===== src/rtl/fpu_pipe_issue.sv =====
// Issue/return wrapper for a fixed-latency fadd pipeline: credit-limited issue, in-order result FIFO.
// Optional same-cycle result bypass when FPU_PIPE_ISSUE_BYPASS_EN is defined.
`timescale 1ns/1ps
module fpu_pipe_issue #(
   parameter int LATENCY = 2,
   parameter int DEPTH   = 4,
   parameter int TAG_W   = 5
) (
   input  logic             clk,
   input  logic             rst,
   input  logic             req_valid,
   output logic             req_ready,
   input  logic [31:0]      req_x,
   input  logic [31:0]      req_y,
   input  logic [TAG_W-1:0] req_tag,
   output logic [31:0]      pipe_x,
   output logic [31:0]      pipe_y,
   input  logic [31:0]      pipe_res,
   output logic             rsp_valid,
   input  logic             rsp_ready,
   output logic [31:0]      rsp_data,
   output logic [TAG_W-1:0] rsp_tag,
   output logic             busy
);

   localparam int CW = $clog2(DEPTH + 1);
   localparam int PW = (DEPTH > 1) ? $clog2(DEPTH) : 1;

   // Bit i holds the operation fired i+1 cycles ago.
   logic [LATENCY-1:0] stg_vld_q;
   logic [TAG_W-1:0]   stg_tag_q [LATENCY];
   logic [31:0]        mem_data_q [DEPTH];
   logic [TAG_W-1:0]   mem_tag_q [DEPTH];
   logic [PW-1:0]      wptr_q, wptr_d, rptr_q, rptr_d;
   logic [CW-1:0]      fcnt_q, fcnt_d, cnt_q, cnt_d;
   logic               fire, pop, arrive, fifo_empty, fifo_wr, fifo_rd;
   logic [TAG_W-1:0]   arr_tag;

   assign pipe_x     = req_x;
   assign pipe_y     = req_y;
   assign req_ready  = (cnt_q < CW'(DEPTH)) & ~rst;
   assign fire       = req_valid & req_ready;
   assign arrive     = stg_vld_q[LATENCY-1];
   assign arr_tag    = stg_tag_q[LATENCY-1];
   assign fifo_empty = (fcnt_q == '0);
   assign busy       = (cnt_q != '0);
   assign pop        = rsp_valid & rsp_ready;

`ifdef FPU_PIPE_ISSUE_BYPASS_EN
   // An arriving result is presented directly when the buffer is empty; it is
   // only stored if the consumer does not take it in the same cycle.
   always_comb begin
      rsp_valid = ~fifo_empty | arrive;
      rsp_data  = fifo_empty ? pipe_res : mem_data_q[rptr_q];
      rsp_tag   = fifo_empty ? arr_tag  : mem_tag_q[rptr_q];
   end
   assign fifo_wr = arrive & ~(fifo_empty & rsp_ready);
   assign fifo_rd = pop & ~fifo_empty;
`else
   always_comb begin
      rsp_valid = ~fifo_empty;
      rsp_data  = mem_data_q[rptr_q];
      rsp_tag   = mem_tag_q[rptr_q];
   end
   assign fifo_wr = arrive;
   assign fifo_rd = pop;
`endif

   always_comb begin
      wptr_d = wptr_q;
      rptr_d = rptr_q;
      if (fifo_wr) wptr_d = (wptr_q == PW'(DEPTH - 1)) ? '0 : wptr_q + PW'(1);
      if (fifo_rd) rptr_d = (rptr_q == PW'(DEPTH - 1)) ? '0 : rptr_q + PW'(1);
      fcnt_d = fcnt_q + CW'(fifo_wr) - CW'(fifo_rd);
      cnt_d  = cnt_q + CW'(fire) - CW'(pop);
   end

   always_ff @(posedge clk) begin
      if (rst) begin
         stg_vld_q <= '0;
         wptr_q    <= '0;
         rptr_q    <= '0;
         fcnt_q    <= '0;
         cnt_q     <= '0;
      end else begin
         stg_vld_q[0] <= fire;
         for (int unsigned i = 1; i < LATENCY; i++) stg_vld_q[i] <= stg_vld_q[i-1];
         wptr_q <= wptr_d;
         rptr_q <= rptr_d;
         fcnt_q <= fcnt_d;
         cnt_q  <= cnt_d;
      end
   end

   always_ff @(posedge clk) begin
      stg_tag_q[0] <= req_tag;
      for (int unsigned i = 1; i < LATENCY; i++) stg_tag_q[i] <= stg_tag_q[i-1];
      if (fifo_wr) begin
         mem_data_q[wptr_q] <= pipe_res;
         mem_tag_q[wptr_q]  <= arr_tag;
      end
   end

endmodule

===== config.mk =====
export PLATFORM = sky130hd
export DESIGN_NAME = fpu_pipe_issue
export DESIGN_NICKNAME = d
export VERILOG_FILES = /design/src/rtl/fpu_pipe_issue.sv
export SDC_FILE = /design/constraint.sdc
export NUM_CORES = 1
export LEC_CHECK = 0
export ABC_AREA = 1
export CORE_ASPECT_RATIO = 1.4
export CORE_MARGIN = 3
export CORE_UTILIZATION = 46
export CTS_CLUSTER_DIAMETER = 50
export CTS_CLUSTER_SIZE = 12
export DETAILED_ROUTE_END_ITERATION = 12
export PLACE_DENSITY = 0.77
export SKIP_CTS_REPAIR_TIMING = 1
export SLEW_MARGIN = 30
export SYNTH_ARGS = -nofsm -noshare
export SYNTH_HDL_FRONTEND = slang
export SYNTH_SLANG_ARGS = --single-unit

===== constraint.sdc =====
create_clock -name clk -period 5.55 [get_ports clk]
set_input_delay 1.11 -clock clk [delete_from_list [all_inputs] [get_ports clk]]
set_output_delay 1.11 -clock clk [all_outputs]
set_load 0.01 [all_outputs]

## Word level (Yosys, flattened, before mapping)

Memories as Yosys holds them, arrays and structs flattened. A register that Yosys moved wholly into a read port is not among the register bits.
Index checks and enable logic that the tools add are counted.

| word-level totals | value |
|---|---|
| flip-flop bits (word level) | 12 |
| memory bits (writable) | 158 |
| input bits | 105 |
| output and inout port bits | 104 |
| memories kept | 3 |

Memory list:

| name | words | bits a word | read ports | clocked after Yosys merged registers in | wr ports | RTL line | text |
|---|---|---|---|---|---|---|---|
| mem_data_q | 4 | 32 | 1 | 1 | 1 | 32 | `logic [31:0] mem_data_q [DEPTH];` |
| mem_tag_q | 4 | 5 | 1 | 1 | 1 | 33 | `logic [TAG_W-1:0] mem_tag_q [DEPTH];` |
| stg_tag_q | 2 | 5 | 2 | 0 | 2 | 31 | `logic [TAG_W-1:0] stg_tag_q [LATENCY];` |

| cells by class | value |
|---|---|
| $add $sub $neg | 6 |
| magnitude comparators | 1 |
| eq/ne operators | 2 |
| muxes and demuxes | 8 |
| bitwise gates (word level) | 5 |
| reduce and logical (&&, ||, !) cells | 2 |

Operators with widths:

| kind | count |
|---|---|
| 2-to-1 mux 2 bit | 6 |
| adder 3 x 1 -> 3 bit | 2 |
| subtractor 3 x 1 -> 3 bit | 2 |
| adder 2 x 1 -> 2 bit (second input constant) | 2 |
| == test 2 bit (second input constant) | 2 |
| bitwise AND 1 bit | 3 |
| zero test 3 bit | 1 |
| < comparator 3 bit (second input constant) | 1 |
| nonzero test 3 bit | 1 |
| 2-to-1 mux 1 bit | 2 |
| NOT 1 bit | 2 |

## Logic depth before layout (Yosys ltp)

Gate-level depths: netlist of the first run.

| depth | value |
|---|---|
| word-level depth | 5 |
| gate-level depth with buffers | 13 |
| mapped depth without buffers | 12 |

## Worst setup path after synthesis of the first run

OpenSTA, ideal clock, no wires.

| path | value |
|---|---|
| path type | in2reg |
| start point | in rst |
| end point | reg cnt_q[2] |
| library setup time | 115 ps |
| arrival time | 2762 ps |
| required time | 5435 ps |
| setup slack | 2673 ps |
| cell stages on the path | 12 |
| cell sequence | clkbuf_1 nor2_1 nand2_1 ha_1 inv_1 ha_1 inv_1 fa_1 inv_1 nand2_1 a21oi_1 nor2_1 |

| on the way | value |
|---|---|
| word-level cells in the longest chain between the ends | 5 |

RTL lines:

| element | RTL line | text |
|---|---|---|
| start: declaration | 10 | `input logic rst,` |
| NOT 1 bit | 41 | `assign req_ready = (cnt_q < CW'(DEPTH)) & ~rst;` |
| bitwise AND 1 bit | 41 |  |
| named net req_ready | 12 | `output logic req_ready,` |
| bitwise AND 1 bit | 42 | `assign fire = req_valid & req_ready;` |
| adder 3 x 1 -> 3 bit | 75 | `cnt_d = cnt_q + CW'(fire) - CW'(pop);` |
| subtractor 3 x 1 -> 3 bit | 75 |  |
| end signal: assignment | 91 | `cnt_q <= cnt_d;` |
| end: declaration | 35 | `logic [CW-1:0] fcnt_q, fcnt_d, cnt_q, cnt_d;` |

The timed path passes the listed nets, and every way through them passes these cells.
A chain may end at the register's enable or synchronous reset.

==> results of run 1 <==
## kinds of logic (layout without fill, tap and decap cells)
kind of cell | count (synthesis) | after routing | synth area share
flip-flops | 172 | 172 | 0.715
AO/OA/AOI/OAI | 117 | 117 | 0.0921
XOR/XNOR | 1 | 1 | 0.00127
adder cells (fa/ha/maj) | 11 | 11 | 0.0222
AND/OR/NAND/NOR | 109 | 109 | 0.0603
buffers and inverters | 116 | 142 | 0.109
## final cells by class
type / count / area, um2
clock buffer: 18 / 429
clock inverter: 14 / 138
fill: 1196 / 6710
inverter: 27 / 104
multi-input combinational: 238 / 1210
sequential: 172 / 4930
tap: 189 / 236
timing repair buffer: 83 / 823
## state kept, by name, indices dropped and copies added (netlist names), named ones only
register and cells:
cnt_q 3, mem_data_q 128, rptr_q 2, stg_tag_q 10
wptr_q 2, mem_tag_q 20, stg_vld_q 2, fcnt_q 3
## synth_stat cells
library cell	instances
fa_1	2
buf_2	6
clkbuf_2	1
nand3_1	4
dfxtp_1	24
inv_2	1
o21ai_0	46
nor2_1	88
a21boi_0	1
ha_1	9
edfxtp_1	148
o22ai_1	37
xnor2_1	1
o21ai_1	28
clkbuf_1	9
buf_4	65
a21oi_1	5
inv_1	26
nand2_1	16
buf_6	8
nor3_1	1
## cells in the final DEF (no fill, tap or decap)
cell type	count
a21boi_0	1
a21oi_1	5
buf_4	3
bufinv_16	1
clkbuf_1	1
clkbuf_16	17
clkdlybuf4s50_1	80
clkinv_2	4
clkinv_4	5
clkinvlp_4	1
dfxtp_1	23
dfxtp_2	1
edfxtp_1	148
fa_1	2
ha_1	9
inv_1	21
inv_2	4
inv_6	4
inv_8	1
nand2_1	16
nand3_1	4
nor2_1	88
nor3_1	1
o21ai_0	46
o21ai_1	28
o22ai_1	37
xnor2_1	1
## through the flow
stage	power, W	hold slack [ps]	instance area [um2]
after global placement	0.00247	312	7300
after floorplan	0.00210	310	6880
final	0.00360	332	7870
after CTS	0.00363	335	7870
after detailed placement	0.00251	319	7300
after global routing	0.00377	340	7870
## path summary, 6_finish.rpt
path,to,slack [ps],start
hold reg to reg,stg_tag_q[0][9]$_DFF_P_,330,stg_tag_q[0][4]$_DFF_P_
setup reg to reg,cnt_q[2]$_SDFF_PP0_,3440,fcnt_q[1]$_SDFF_PP0_
setup / recovery,rsp_data[10],1740,flip-flop
hold / removal,stg_tag_q[0][9]$_DFF_P_,330,stg_tag_q[0][4]$_DFF_P_
## worst max-delay path, stage by stage (launching register included)
cell,delay [ps]
dfxtp_2,320
inv_2,460
buf_4,500
o21ai_0,150
o22ai_1,200
clkdlybuf4s50_1,610
## layer usage
metal / routed length [um] / vias to the layer above / global-route usage
met5: 27 / - / 0
met4: 1110 / 4 / 0.143
met3: 2150 / 86 / 0.115
met2: 8300 / 143 / 0.320
met1: 5100 / 1979 / 0.204
li1: - / 1838 / -
## power breakdown
part	switching (W)	internal (W)	total, W
Sequential	0.0000287	0.00146	0.00149
Clock	0.000497	0.000628	0.00113
Combinational	0.000554	0.000437	0.000991
==> results_dict.tcl, run 1 <==
set metrics [dict create \
    outcome "complete, no violations" \
    rsz0062_at_grt "false" \
    antenna_left 0 \
    io_buffers 80 \
    dp.cells 709 \
    grt_pass1_wl_um 24100 \
    grt_pass1_vias 4107 \
    drc 0 \
    clock-root-buffer "clkbuf_16" \
    hold_class "reg -> reg" \
    synth_cell_types 21 \
    area_growth_pct 14.3 \
    fmax_mhz 262 \
    final_util 0.540 \
    cts_made_buffers 17 \
    grt_max_degree 75 \
    wire_per_inst_um 22.5 \
    insertion_delay_ps 420 \
    finalClockSkew_ps 7.54 \
    drt-initial-drc-count 236 \
    wl_um 16700 \
    syn_inst 526 \
    drt_pass1_iterations 5 \
    antenna_found_initial 2 \
    cap_violations 0 \
    end_kind "output port" \
    ir_worst_vdd_v 0.000414 \
    io_pins 209 \
    clk_pin_slew_ps 70 \
    worstHoldPathCells 0 \
    gp_congestion 0.750 \
    nets 655 \
    dp_hpwl_um 11100 \
    clockBufferDepth 2 \
    die_y_um 151 \
    cts_tree "built" \
    die_area_mm2 0.0165 \
    netlist.area_leader.share 0.646 \
    vias_per_cell 5.47 \
    ff2ff_path_depth 12 \
    syn-mean-instance-area_um2 13.1 \
    leakagePower_nw 2.71 \
    path_max_fanout 40 \
    clock_sinks 172 \
    worst_ep_required_time_ps 4440 \
    rows 52 \
    min_period_over_period 0.687 \
    ys_seq_area_frac 0.715 \
    arrival_ps 2700 \
    grt.total_usage 0.205 \
    worstMarginPinSlew_ps 901 \
    timing.final.ws_setup_ps 1740 \
    synth_warnings 0 \
    ys_seq_elements 172 \
    power.density_mw_per_mm2 458 \
    die-width_um 109 \
    finalSetupViolCount 0 \
    tns_ps 0 \
    hold_viol_final 0 \
    initial_core_util 0.472 \
    slew_headroom 0.398 \
    syn_nets 642 \
    layout.cells.non_filler 741 \
    dp_slack_ps 1980 \
    drive_above_1_share 0.0743 \
    drv_slew 0 \
    diodes 0 \
    synth_area_leaders "edfxtp_1 (65%), buf_4 (7.1%), dfxtp_1 (7.0%), nor2_1 (4.8%), o22ai_1 (3.4%)" \
    core-area_mm2 0.0146 \
    finalCriticalPeriod_ps 3810 \
    vias 4050 \
    grt-ovfl-total 0 \
    synth_largest_area_cell "edfxtp_1" \
    synth_area_mm2 0.00688 \
    worstSetupPathType "reg -> out" \
    startpoint_type "flip-flop" \
    cts_max_level 4 \
]
Note: power is estimated with default switching activity, not from simulation.
==> inputs of run 2 (changes only) <==
- CORE_UTILIZATION: 46 -> 42
- PLACE_DENSITY: 0.77 -> 0.74
- clock period: 5.55 -> 3.3 ns (I/O delays scaled with it)
==> run 2 against run 1 <==
  * Sequential power up 69%
  * Largest power group unchanged
  * Hold slack worse by 5.2 ps
  * Cell count increased by 2.0%
  * Total power grew 69%
==> results_dict.tcl, run 2 (same netlist as run 1, synthesis figures left out) <==
set metrics [dict create \
    regArea_mm2 0.00493 \
    drt_pass1_iterations 4 \
    power.density_mw_per_mm2 765 \
    min_period_over_period 0.937 \
    grt_pass1_wl_um 23300 \
    cts_made_buffers 17 \
    grt-ovfl-total 0 \
    worst_ep_required_time_ps 2640 \
    wl_um 15600 \
    final_cell_mix "edfxtp_1 (148), nor2_1 (88), clkdlybuf4s50_1 (80)" \
    finalCriticalPeriod_ps 3090 \
    dp_hpwl_um 10500 \
    stdcell_area_mm2 0.00796 \
    rsz0062_at_grt "false" \
    outcome "complete, no violations" \
    diodes 0 \
    arrival_ps 2430 \
    hold_path.startpoint "stg_tag_q[0][1]$_DFF_P_" \
    dp_slack_ps 414 \
    top_regs "mem_data_q (128), mem_tag_q (20), stg_tag_q (10)" \
    ff2ff_path_depth 11 \
    cts_max_level 4 \
    hold_class "reg -> reg" \
    worstSetupPathType "reg -> out" \
    final_util 0.503 \
    clock_sinks 172 \
    ir_worst_vdd_v 0.000414 \
    tns_ps 0 \
    insertion_delay_ps 420 \
    clk_pin_slew_ps 60 \
    slew_headroom 0.447 \
    holdWs_ps 327 \
    regMostFlops "mem_data_q" \
    clockBufferDepth 2 \
    regToRegEndpoint "cnt_q[2]$_SDFF_PP0_" \
    startpoint_type "flip-flop" \
    antenna_found_initial 1 \
    end_kind "output port" \
    fill_cells 1333 \
    drt-initial-drc-count 283 \
    drive_above_1_share 0.0786 \
    vias 4014 \
    r2r_slack_ps 1250 \
    grt.total_usage 0.177 \
    wire_per_inst_um 20.7 \
    vias_per_cell 5.31 \
    cts_tree "built" \
    clock-root-buffer "clkbuf_16" \
    finalClockSkew_ps 10.9 \
    grt_pass1_vias 4160 \
    drc 0 \
    fmax_mhz 323 \
    final_common_cell "edfxtp_1" \
    multi_input_area_mm2 0.00121 \
    io_buffers 80 \
    holdPathEnd "stg_tag_q[0][6]$_DFF_P_" \
    path_max_fanout 74 \
    grt_max_degree 75 \
    cap_violations 0 \
    worstHoldPathCells 0 \
    antenna_left 0 \
    core-area_mm2 0.0158 \
    die_area_mm2 0.0180 \
    die-width_um 114 \
    finalSetupViolCount 0 \
    largest_reg_flops 128 \
    nets 664 \
    die_y_um 157 \
    dpl-instance-area_mm2 0.00739 \
    timing.final.ws_setup_ps 208 \
    leakagePower_nw 2.74 \
    regToRegStartpoint "fcnt_q[1]$_SDFF_PP0_" \
    initial_core_util 0.435 \
    area_growth_pct 15.6 \
    io_pins 209 \
    gp_congestion 0.733 \
    worstMarginPinSlew_ps 824 \
    hold_viol_final 0 \
    rows 54 \
    drv_slew 0 \
]
run 2: cell types whose count changed in the layout (fill, tap and decap cells not counted), moves of 2 or more:
| cell | previous run | this run |
|---|---|---|
| inv_2 | 4 | 1 |
| inv_6 | 4 | 2 |
| clkinv_4 | 5 | 3 |
| buf_4 | 3 | 11 |
| clkinv_2 | 4 | 2 |
| clkinv_1 | 0 | 4 |
| clkinvlp_4 | 1 | 4 |
run 2: where the power goes:
part / switching, W / internal (W) / leakage (nW) / total (W)
sequential: 0.0000635 / 0.00246 / 1.54 / 0.00252
clock: 0.000783 / 0.00111 / 0.269 / 0.00190
combinational: 0.000907 / 0.000764 / 0.931 / 0.00167
run 2: area by class of cell:
cell class                      instances  share of cell area
Tap cell                              196              0.0308
Sequential cell                       172               0.619
Inverter                               27              0.0127
Clock inverter                         13              0.0181
Multi-Input combinational cell        238               0.152
Timing Repair Buffer                   92               0.113
Clock buffer                           18              0.0539
run 2: worst max path at each step:
stage / from / endpoint / depth (start not counted)
6_report: flip-flop / rsp_data[6] / 4
2_1_floorplan: rst / cnt_q[2]$_SDFF_PP0_ / 12
4_1_cts: flip-flop / rsp_data[6] / 4
3_5_place_dp: rsp_ready / cnt_q[2]$_SDFF_PP0_ / 11
3_3_place_gp: rst / cnt_q[2]$_SDFF_PP0_ / 12
5_1_grt: flip-flop / rsp_data[13] / 4
run 2: per-stage QoR:
stage,total power [W],cells
2_1_floorplan,0.00353,526
3_3_place_gp,0.00418,725
3_5_place_dp,0.00424,725
4_1_cts,0.00615,756
5_1_grt,0.00641,756
6_report,0.00609,756
run 2: metal layers:
layer | global-route usage | part of all wire | up-vias
li1 | - | - | 1843
met1 | 0.181 | 0.33 | 1927
met2 | 0.278 | 0.48 | 155
met3 | 0.0896 | 0.12 | 87
met4 | 0.129 | 0.066 | 2
met5 | 0 | 0.0011 | -
run 2: worst max-delay path, stage by stage (launching register included):
cell and delay (ps):
dfxtp_2 330, buf_4 560, o21ai_0 260, o22ai_1 270, clkdlybuf4s50_1 590
==> inputs of run 3 (changes only) <==
- ABC_CLOCK_PERIOD_IN_PS: default -> 3300
- CORE_ASPECT_RATIO: 1.4 -> 0.75
- RECOVER_POWER: default -> 50
==> run 3 against run 2 <==
  * Setup slack got worse by 14 ps
  * Non-clock buffer count is 6 lower
  * Clock skew shrank 2.7 ps
  * Die area barely moved
  * Design area about the same
  * Clock power rose by 5%
  * Cell count increased by 0.53%
  * Highest routed layer unchanged
==> results_dict.tcl, run 3 (same netlist as run 1, synthesis figures left out) <==
set metrics [dict create \
    die_area_mm2 0.0180 \
    grt_pass1_vias 4067 \
    antenna_found_initial 1 \
    drc 0 \
    clockBufferDepth 2 \
    final_common_cell "edfxtp_1" \
    drt_pass1_iterations 4 \
    power.density_mw_per_mm2 777 \
    top_regs "mem_data_q (128), mem_tag_q (20), stg_tag_q (10)" \
    largest_reg_flops 128 \
    core-area_mm2 0.0156 \
    r2r_slack_ps 1250 \
    dpl-instance-area_mm2 0.00737 \
    io_pins 209 \
    tns_ps 0 \
    finalCriticalPeriod_ps 3110 \
    area_growth_pct 15.7 \
    wl_um 15200 \
    worst-path-buf-inv 3 \
    diodes 0 \
    crit_slowest_cell "clkdlybuf4s50_1" \
    stdcell_area_mm2 0.00797 \
    fmax_mhz 322 \
    vias_per_cell 5.25 \
    nets 658 \
    grt-ovfl-total 0 \
    antenna_left 0 \
    regMostFlops "mem_data_q" \
    insertion_delay_ps 430 \
    min_period_over_period 0.941 \
    path_cells "inv_2 > buf_12 > nor2_1 > o22ai_1 > clkdlybuf4s50_1" \
    cts_max_level 4 \
    hold_path.startpoint "stg_tag_q[0][0]$_DFF_P_" \
    slew_headroom 0.366 \
    leakagePower_nw 2.74 \
    dp_hpwl_um 9550 \
    wire_per_inst_um 19.9 \
    grt.total_usage 0.169 \
    grt_max_degree 57 \
    rsz0062_at_grt "false" \
    worstMarginPinSlew_ps 949 \
    regArea_mm2 0.00493 \
    hold_viol_final 0 \
    cp_top_family "buffers and inverters" \
    die_y_um 117 \
    clk_pin_slew_ps 60 \
    io_buffers 80 \
    drt-initial-drc-count 216 \
    startpoint_type "flip-flop" \
    cts_tree "built" \
    initial_core_util 0.441 \
    hold_class "reg -> reg" \
    cap_violations 0 \
    finalClockSkew_ps 8.22 \
    finalSetupViolCount 0 \
    cts_made_buffers 17 \
    die-width_um 154 \
    ir_worst_vdd_v 0.000395 \
    vias 3991 \
    worst_ep_required_time_ps 2640 \
    end_kind "output port" \
    clock-root-buffer "clkbuf_16" \
    multi_input_area_mm2 0.00121 \
    regToRegStartpoint "fcnt_q[2]$_SDFF_PP0_" \
    final_cell_mix "edfxtp_1 (148), nor2_1 (88), o21ai_0 (46)" \
    final_util 0.510 \
    clock_sinks 172 \
    power_w 0.00619 \
    fill_cells 1302 \
    worstSetupPathType "reg -> out" \
    drv_slew 0 \
    path_max_fanout 56 \
    rows 39 \
    drive_above_1_share 0.0757 \
    outcome "complete, no violations" \
    grt_pass1_wl_um 22600 \
    arrival_ps 2450 \
    slowest_delay_ps 590 \
    gp_congestion 0.779 \
]
[run 3: changes by cell type in the layout (fill, tap and decap cells not counted), sizes merged]
| cell | previous run | this run |
|---|---|---|
| buf | 12 | 6 |
| bufinv | 2 | 3 |
| clkbuf | 18 | 17 |
| clkdlybuf4s50 | 80 | 42 |
| clkinv | 9 | 8 |
| clkinvlp | 4 | 5 |
| dlygate4sd3 | 0 | 38 |
| inv | 25 | 26 |
[run 3: layer usage]
| layer | global-route usage | wire length (um) |
|---|---|---|
| met4 | 0.0629 | 308 |
| met3 | 0.0684 | 1240 |
| met1 | 0.184 | 5680 |
| met2 | 0.302 | 7910 |
| met5 | 0 | 13 |
[run 3: through the flow]
step / worst slack, ps / std cells / hold WS, ps
detailed placement: 390 / 728 / 315
floorplan: 873 / 526 / 310
CTS: 191 / 760 / 331
global placement: 448 / 728 / 314
global route: 104 / 760 / 341
finish: 194 / 760 / 330
[run 3: where the power goes]
part	switching [W]	internal (W)
logic	0.000892	0.000761
registers	0.0000860	0.00246
clock network	0.000809	0.00119
total	0.00179	0.00440
[run 3: final timing paths]
check | depth (start not counted) | to
max | 5 | rsp_data[24]
min | 0 | stg_tag_q[0][5]$_DFF_P_
max reg2reg | 11 | cnt_q[2]$_SDFF_PP0_
min reg2reg | 0 | stg_tag_q[0][5]$_DFF_P_
[run 3: area by class of cell]
class                           count  share of cell area
Sequential cell                   172               0.618
Multi-Input combinational cell    238               0.152
Timing Repair Buffer               86               0.109
Clock buffer                       17              0.0534
Tap cell                          205              0.0322
Clock inverter                     15              0.0215
Inverter                           27              0.0132
[run 3: worst register-to-register path: stages (launching register included)]
cell      delay [ps]
dfxtp_1          360
nor2_1            70
a21boi_0         290
ha_1             300
inv_1             60
ha_1             130
inv_1             50
fa_1             380
inv_1             70
nand2_1           60
a21oi_1          140
nor2_1            50
